`config.mk`:
```
export PLATFORM = sky130hd
export DESIGN_NAME = change_dispenser
export DESIGN_NICKNAME = d
export VERILOG_FILES = /design/src/rtl/change_dispenser.sv
export SDC_FILE = /design/constraint.sdc
export NUM_CORES = 1
export LEC_CHECK = 0
export ABC_CLOCK_PERIOD_IN_PS = 2500
export CORE_MARGIN = 5
export CORE_UTILIZATION = 34
export CTS_CLUSTER_SIZE = 25
export DETAILED_ROUTE_END_ITERATION = 6
export GPL_TIMING_DRIVEN = 0
export PLACE_DENSITY = 0.63
export SKIP_CTS_REPAIR_TIMING = 1
export SLEW_MARGIN = 20
export SYNTH_ARGS = -nofsm -noshare
export SYNTH_HDL_FRONTEND = slang
export SYNTH_SLANG_ARGS = --single-unit
```
`constraint.sdc`:
```
create_clock -name clk -period 2.5 [get_ports clk]
set_input_delay 0.375 -clock clk [delete_from_list [all_inputs] [get_ports clk]]
set_output_delay 0.375 -clock clk [all_outputs]
set_load 0.1 [all_outputs]
```
`src/rtl/change_dispenser.sv`:
```
// Greedy coin-change dispenser: breaks an amount into coins and hands them out one per ack.
// Build option: define DOLLAR_COIN_EN to let the greedy selection use the dollar coin.
module change_dispenser (
  input  logic       clk,
  input  logic       rst_n,
  input  logic       start,
  input  logic [8:0] amount,
  input  logic       coin_ack,
  output logic       coin_valid,
  output logic [1:0] coin_type,
  output logic       busy,
  output logic       done,
  output logic       rem_err,
  output logic       range_err,
  output logic [4:0] coins_out
);

  localparam int unsigned AMT_W      = 9;
  localparam int unsigned CNT_W      = 5;
  localparam int unsigned TYPE_W     = 2;
  localparam int unsigned AMOUNT_MAX = 500;

  localparam logic [TYPE_W-1:0] COIN_NICKEL  = 2'b00;
  localparam logic [TYPE_W-1:0] COIN_DIME    = 2'b01;
  localparam logic [TYPE_W-1:0] COIN_QUARTER = 2'b10;
  localparam logic [TYPE_W-1:0] COIN_DOLLAR  = 2'b11;

  typedef enum logic [1:0] {
    IDLE   = 2'd0,
    SELECT = 2'd1,
    EMIT   = 2'd2,
    DONE   = 2'd3
  } state_e;

  state_e             state_q, state_d;
  logic [AMT_W-1:0]   remaining_q, remaining_d;
  logic [CNT_W-1:0]   coins_q, coins_d;
  logic [TYPE_W-1:0]  coin_type_q, coin_type_d;
  logic               coin_valid_q, coin_valid_d;
  logic               busy_q, busy_d;
  logic               done_q, done_d;
  logic               rem_err_q, rem_err_d;
  logic               range_err_q, range_err_d;

  // Face value in cents of a coin code.
  function automatic logic [AMT_W-1:0] coin_value(input logic [TYPE_W-1:0] t);
    logic [AMT_W-1:0] v;
    unique case (t)
      COIN_NICKEL:  v = AMT_W'(5);
      COIN_DIME:    v = AMT_W'(10);
      COIN_QUARTER: v = AMT_W'(25);
      default:      v = AMT_W'(100);
    endcase
    return v;
  endfunction

  // Largest enabled coin not exceeding rem; caller guarantees rem >= 5.
  function automatic logic [TYPE_W-1:0] pick_coin(input logic [AMT_W-1:0] rem);
    logic [TYPE_W-1:0] t;
    t = COIN_NICKEL;
    if (rem >= AMT_W'(10)) t = COIN_DIME;
    if (rem >= AMT_W'(25)) t = COIN_QUARTER;
`ifdef DOLLAR_COIN_EN
    if (rem >= AMT_W'(100)) t = COIN_DOLLAR;
`endif
    return t;
  endfunction

  // Next-state and next-output logic.
  always_comb begin
    state_d      = state_q;
    remaining_d  = remaining_q;
    coins_d      = coins_q;
    coin_type_d  = coin_type_q;
    coin_valid_d = coin_valid_q;
    busy_d       = busy_q;
    rem_err_d    = rem_err_q;
    done_d       = 1'b0;
    range_err_d  = 1'b0;

    unique case (state_q)
      IDLE: begin
        if (start) begin
          if (amount > AMT_W'(AMOUNT_MAX)) begin
            range_err_d = 1'b1;
          end else begin
            remaining_d = amount;
            coins_d     = '0;
            rem_err_d   = 1'b0;
            busy_d      = 1'b1;
            state_d     = SELECT;
          end
        end
      end

      SELECT: begin
        if (remaining_q >= AMT_W'(5)) begin
          coin_type_d  = pick_coin(remaining_q);
          coin_valid_d = 1'b1;
          state_d      = EMIT;
        end else begin
          rem_err_d = (remaining_q != '0);
          done_d    = 1'b1;
          busy_d    = 1'b0;
          state_d   = DONE;
        end
      end

      EMIT: begin
        // Coin is held on the outputs until the mechanism takes it.
        if (coin_ack) begin
          remaining_d  = remaining_q - coin_value(coin_type_q);
          coin_valid_d = 1'b0;
          if (coins_q != {CNT_W{1'b1}}) begin
            coins_d = coins_q + CNT_W'(1);
          end
          state_d = SELECT;
        end
      end

      DONE: begin
        state_d = IDLE;
      end

      default: begin
        state_d = IDLE;
      end
    endcase
  end

  // State and output registers.
  always_ff @(posedge clk or negedge rst_n) begin
    if (!rst_n) begin
      state_q      <= IDLE;
      remaining_q  <= '0;
      coins_q      <= '0;
      coin_type_q  <= '0;
      coin_valid_q <= 1'b0;
      busy_q       <= 1'b0;
      done_q       <= 1'b0;
      rem_err_q    <= 1'b0;
      range_err_q  <= 1'b0;
    end else begin
      state_q      <= state_d;
      remaining_q  <= remaining_d;
      coins_q      <= coins_d;
      coin_type_q  <= coin_type_d;
      coin_valid_q <= coin_valid_d;
      busy_q       <= busy_d;
      done_q       <= done_d;
      rem_err_q    <= rem_err_d;
      range_err_q  <= range_err_d;
    end
  end

  assign coin_valid = coin_valid_q;
  assign coin_type  = coin_type_q;
  assign busy       = busy_q;
  assign done       = done_q;
  assign rem_err    = rem_err_q;
  assign range_err  = range_err_q;
  assign coins_out  = coins_q;

endmodule

```
==> summary.md <==
| Metric | Value |
|---|---|
| Crit. End Element | flop |
| Die area | 5940 um2 |
| Layout Utilization | 43.6% |
| Adder-Cell Fraction of Synth Area | 12.8% |
| Via-per-instance ratio | 5.37 |
| Final Instance Area | 1900 um2 |
| Library cells used by synthesis | 45 |
| Pre-antenna DRT Iters | 4 |
| Cells after Synth | 163 |
| Placement Rows | 24 |
| Final setup TNS | 0 ps |
| Post-synth EDFFs | 0 |
| Tmin final | 2420 ps |
| CTS sink count | 23 |
| Fin crit share | 96.8% |
| Sequential fraction of design power | 28.6% |
| Leading area contributor after synthesis | dfrtp_1 |
| Pleak | 0.848 nW |
| Syn Area/Cell | 9.39 um2 |
| Total number of vias | 1304 |
| RSZ-0062 raised after global routing | true |
| Setup slack, reg-to-reg | 80 ps |
| Crit path launch type | flop |
| Reg2Reg Capture Point | remaining_q[8]$_DFFE_PN0P_ |
| CTS clk-pin slew, worst paths | 90 ps |
| Netlist Area Pre-Place | 1530 um2 |
| Outcome | finished clean |
| Post-synth top area share | 37.6% |
| CP required | 2660 ps |
| Crit path kind | reg -> reg |
| Switching power | 1.09 mW |
| Largest net degree at the start of global routing | 24 |
| Initial antenna violation count | 0 |
| Cell Area, Placed | 1850 um2 |
| CTS tree | built |
| Leading cell type in the layout, fill and taps excluded | clkdlybuf4s50_1 |
| Top FF cell, synth | dfrtp_1 |
| Synth warn | 0 |
| GPL Wtd Cong | 0.825 |
| Post-synthesis sequential area ratio | 37.6% |
| Die Wd | 77.1 um |
| Fin. max-slew vios | 0 |
| Num ports | 25 |
| Slew headroom | 34.6% |
| Synth Area in Simple Gates | 18.2% |
| Nets | 220 |
| First-pass GRT wire length | 6.15 mm |
| CP cell instances | inv_2 -> ha_1 -> nor2_1 -> nor2_1 -> ha_1 -> inv_1 -> fa_2 -> a21o_1 -> a21oi_2 -> o21ai_2 -> o22a_1 -> o22a_1 |
| Initial drt markers | 88 |
| Flops & latches, synth | 23 |
| Complex-gate fraction of the synthesized area | 22.1% |
| Routed wire length per instance | 14.9 um |
| Num CTS Buffers | 3 |
| Clock power share | 11.1% |
| Arrival time worst endpoint | 2580 ps |
| Vias in the first global route | 1271 |
| Peak VDD IR | 0.433 mV |
| Reg-to-reg startpoint | coin_type[0]$_DFFE_PN0P_ |
| CTS Buffer Depth | 2 |
| CTS H-tree depth | 1 |
| Top post-synthesis cells by area | dfrtp_1 38%, ha_1 11%, a21oi_1 4.3% |
| Cell Int Power | 1.11 mW |
| Core region area | 4350 um2 |
| Worst slew pin tran | 978 ps |
| Crit-path slowest cell | dfrtp_4 |
| Share of cells above drive strength 1 | 12.6% |
| Final setup viols | 0 |
| Post-Synth XOR/XNOR Area | 2.29% |
| Largest family of logic cells by synthesized area | compound AO/OA/AOI/OAI gates |
| Clock root buffer | clkbuf_8 |
| Ys async rst share | 100% |
| # diodes | 0 |
| Syn_nets | 191 |
| Skew final | 3.66 ps |
| Most frequent cells in the layout | 23 x clkdlybuf4s50_1, 21 x dfrtp_1, 14 x nor2_1, 14 x ha_1, 12 x a21oi_1 |
| Worst-path fanout max | 5 |
| GRT overflow | 0 |
| Max-cap violations | 0 |
| Worst hold-check path type | in -> async |
| P&R area growth vs syn | 24.2% |
| Later-pin clock latency in the skew report | 270 ps |
| Sw Ratio | 49.7% |
| Final HPWL DP | 2.80 mm |
| Max Fclk | 413 MHz |
| Max incr delay on CP | 520 ps |
| Antenna Nets Post-Route | 0 |
| Final Hold Viols | 0 |
| Port Buffers | 24 |
| DRT Wirelength | 3.62 mm |
| R2r worst-path depth | 12 |
| Power per standard cell area | 1160 nW/um2 |
| GR Util All Layers | 12.8% |
| Comb pwr share | 60.3% |
| Die height | 77.1 um |
| Proportion of synthesized area in mux cells | 3.03% |
| Drt drc | 0 |
| Initial core utilization | 35.1% |
-- state kept, by name, summed over array words and instances, names as in the netlist --
register	cells
remaining_q	9
coins_out	5
coin_type	2
state_q	2
busy	1
coin_valid	1
done	1
range_err	1
rem_err	1
-- cells in the mapped netlist (3+ instances only) --
cell	number
nand3_1	4
dfrtp_1	23
a211oi_1	4
nand2b_1	3
nand2_1	10
a21o_1	6
o21ai_0	10
nor2_1	14
ha_1	14
a21oi_1	13
inv_1	12
-- layout make-up --
class / count / area (um2)
plain buffers: 4 / 17.5
clock buffers: 3 / 41.3
clock inverters: 1 / 5.00
fillers: 449 / 2450
inverters: 12 / 45.0
multi-input cells: 124 / 908
flip-flops and latches: 23 / 583
well taps: 52 / 65.1
repair buffers: 24 / 235
-- power groups by stage --
stage	combinational (mW)	sequential (mW)	clock, mW
4_1_cts	1.32	0.628	0.246
6_report	1.33	0.629	0.244
3_3_place_gp	1.29	0.631	0
5_1_grt	1.47	0.649	0.258
3_5_place_dp	1.31	0.633	0
2_1_floorplan	0.822	0.808	0
-- cell families after synthesis --
logic type | after synthesis
AO/OA/AOI/OAI | 51
AND/OR/NAND/NOR | 50
flip-flops | 23
buffers and inverters | 16
adder cells (fa/ha/maj) | 15
XOR/XNOR | 4
multiplexers | 4
-- per-layer routing --
layer | part of all wire (%) | up-vias | global-route usage (%) | routed length, um
met5 | 0 | - | 0 | 0
met4 | 2.1 | 0 | 5.15 | 75
met3 | 4.1 | 6 | 2.46 | 147
met2 | 44 | 25 | 19.9 | 1590
met1 | 50 | 623 | 17.5 | 1810
li1 | - | 650 | - | -
-- worst max path at each step --
stage | from | to | slack [ps] | cells after the start
finish | coin_type[0]$_DFFE_PN0P_ | remaining_q[8]$_DFFE_PN0P_ | 80 | 12
floorplan | coin_type[0]$_DFFE_PN0P_ | remaining_q[8]$_DFFE_PN0P_ | 20 | 12
global placement | coin_type[0]$_DFFE_PN0P_ | remaining_q[8]$_DFFE_PN0P_ | -30 | 12
global route | coin_type[1]$_DFFE_PN0P_ | remaining_q[8]$_DFFE_PN0P_ | -40 | 12
detailed placement | coin_type[0]$_DFFE_PN0P_ | remaining_q[8]$_DFFE_PN0P_ | -40 | 12
CTS | coin_type[0]$_DFFE_PN0P_ | remaining_q[8]$_DFFE_PN0P_ | -60 | 12
-- worst max-delay path: cells and delay by family, from the launching register on --
family                   cells  cell delay, ps
flip-flops                   1             520
AND/OR/NAND/NOR              2             160
buffers and inverters        2             140
adder cells (fa/ha/maj)      3             670
AO/OA/AOI/OAI                5             820
-- per-stage QoR --
stage | instances | hold slack (ps) | worst slack (ps) | total power, mW
finish | 243 | 65.2 | 80.8 | 2.20
global route | 243 | 115 | -36.2 | 2.37
CTS | 243 | 489 | -64.9 | 2.19
detailed placement | 239 | 468 | -42.9 | 1.94
global placement | 239 | 460 | -33.8 | 1.92
floorplan | 163 | 79.4 | 23.4 | 1.63
(Power assumes the default switching activity.)
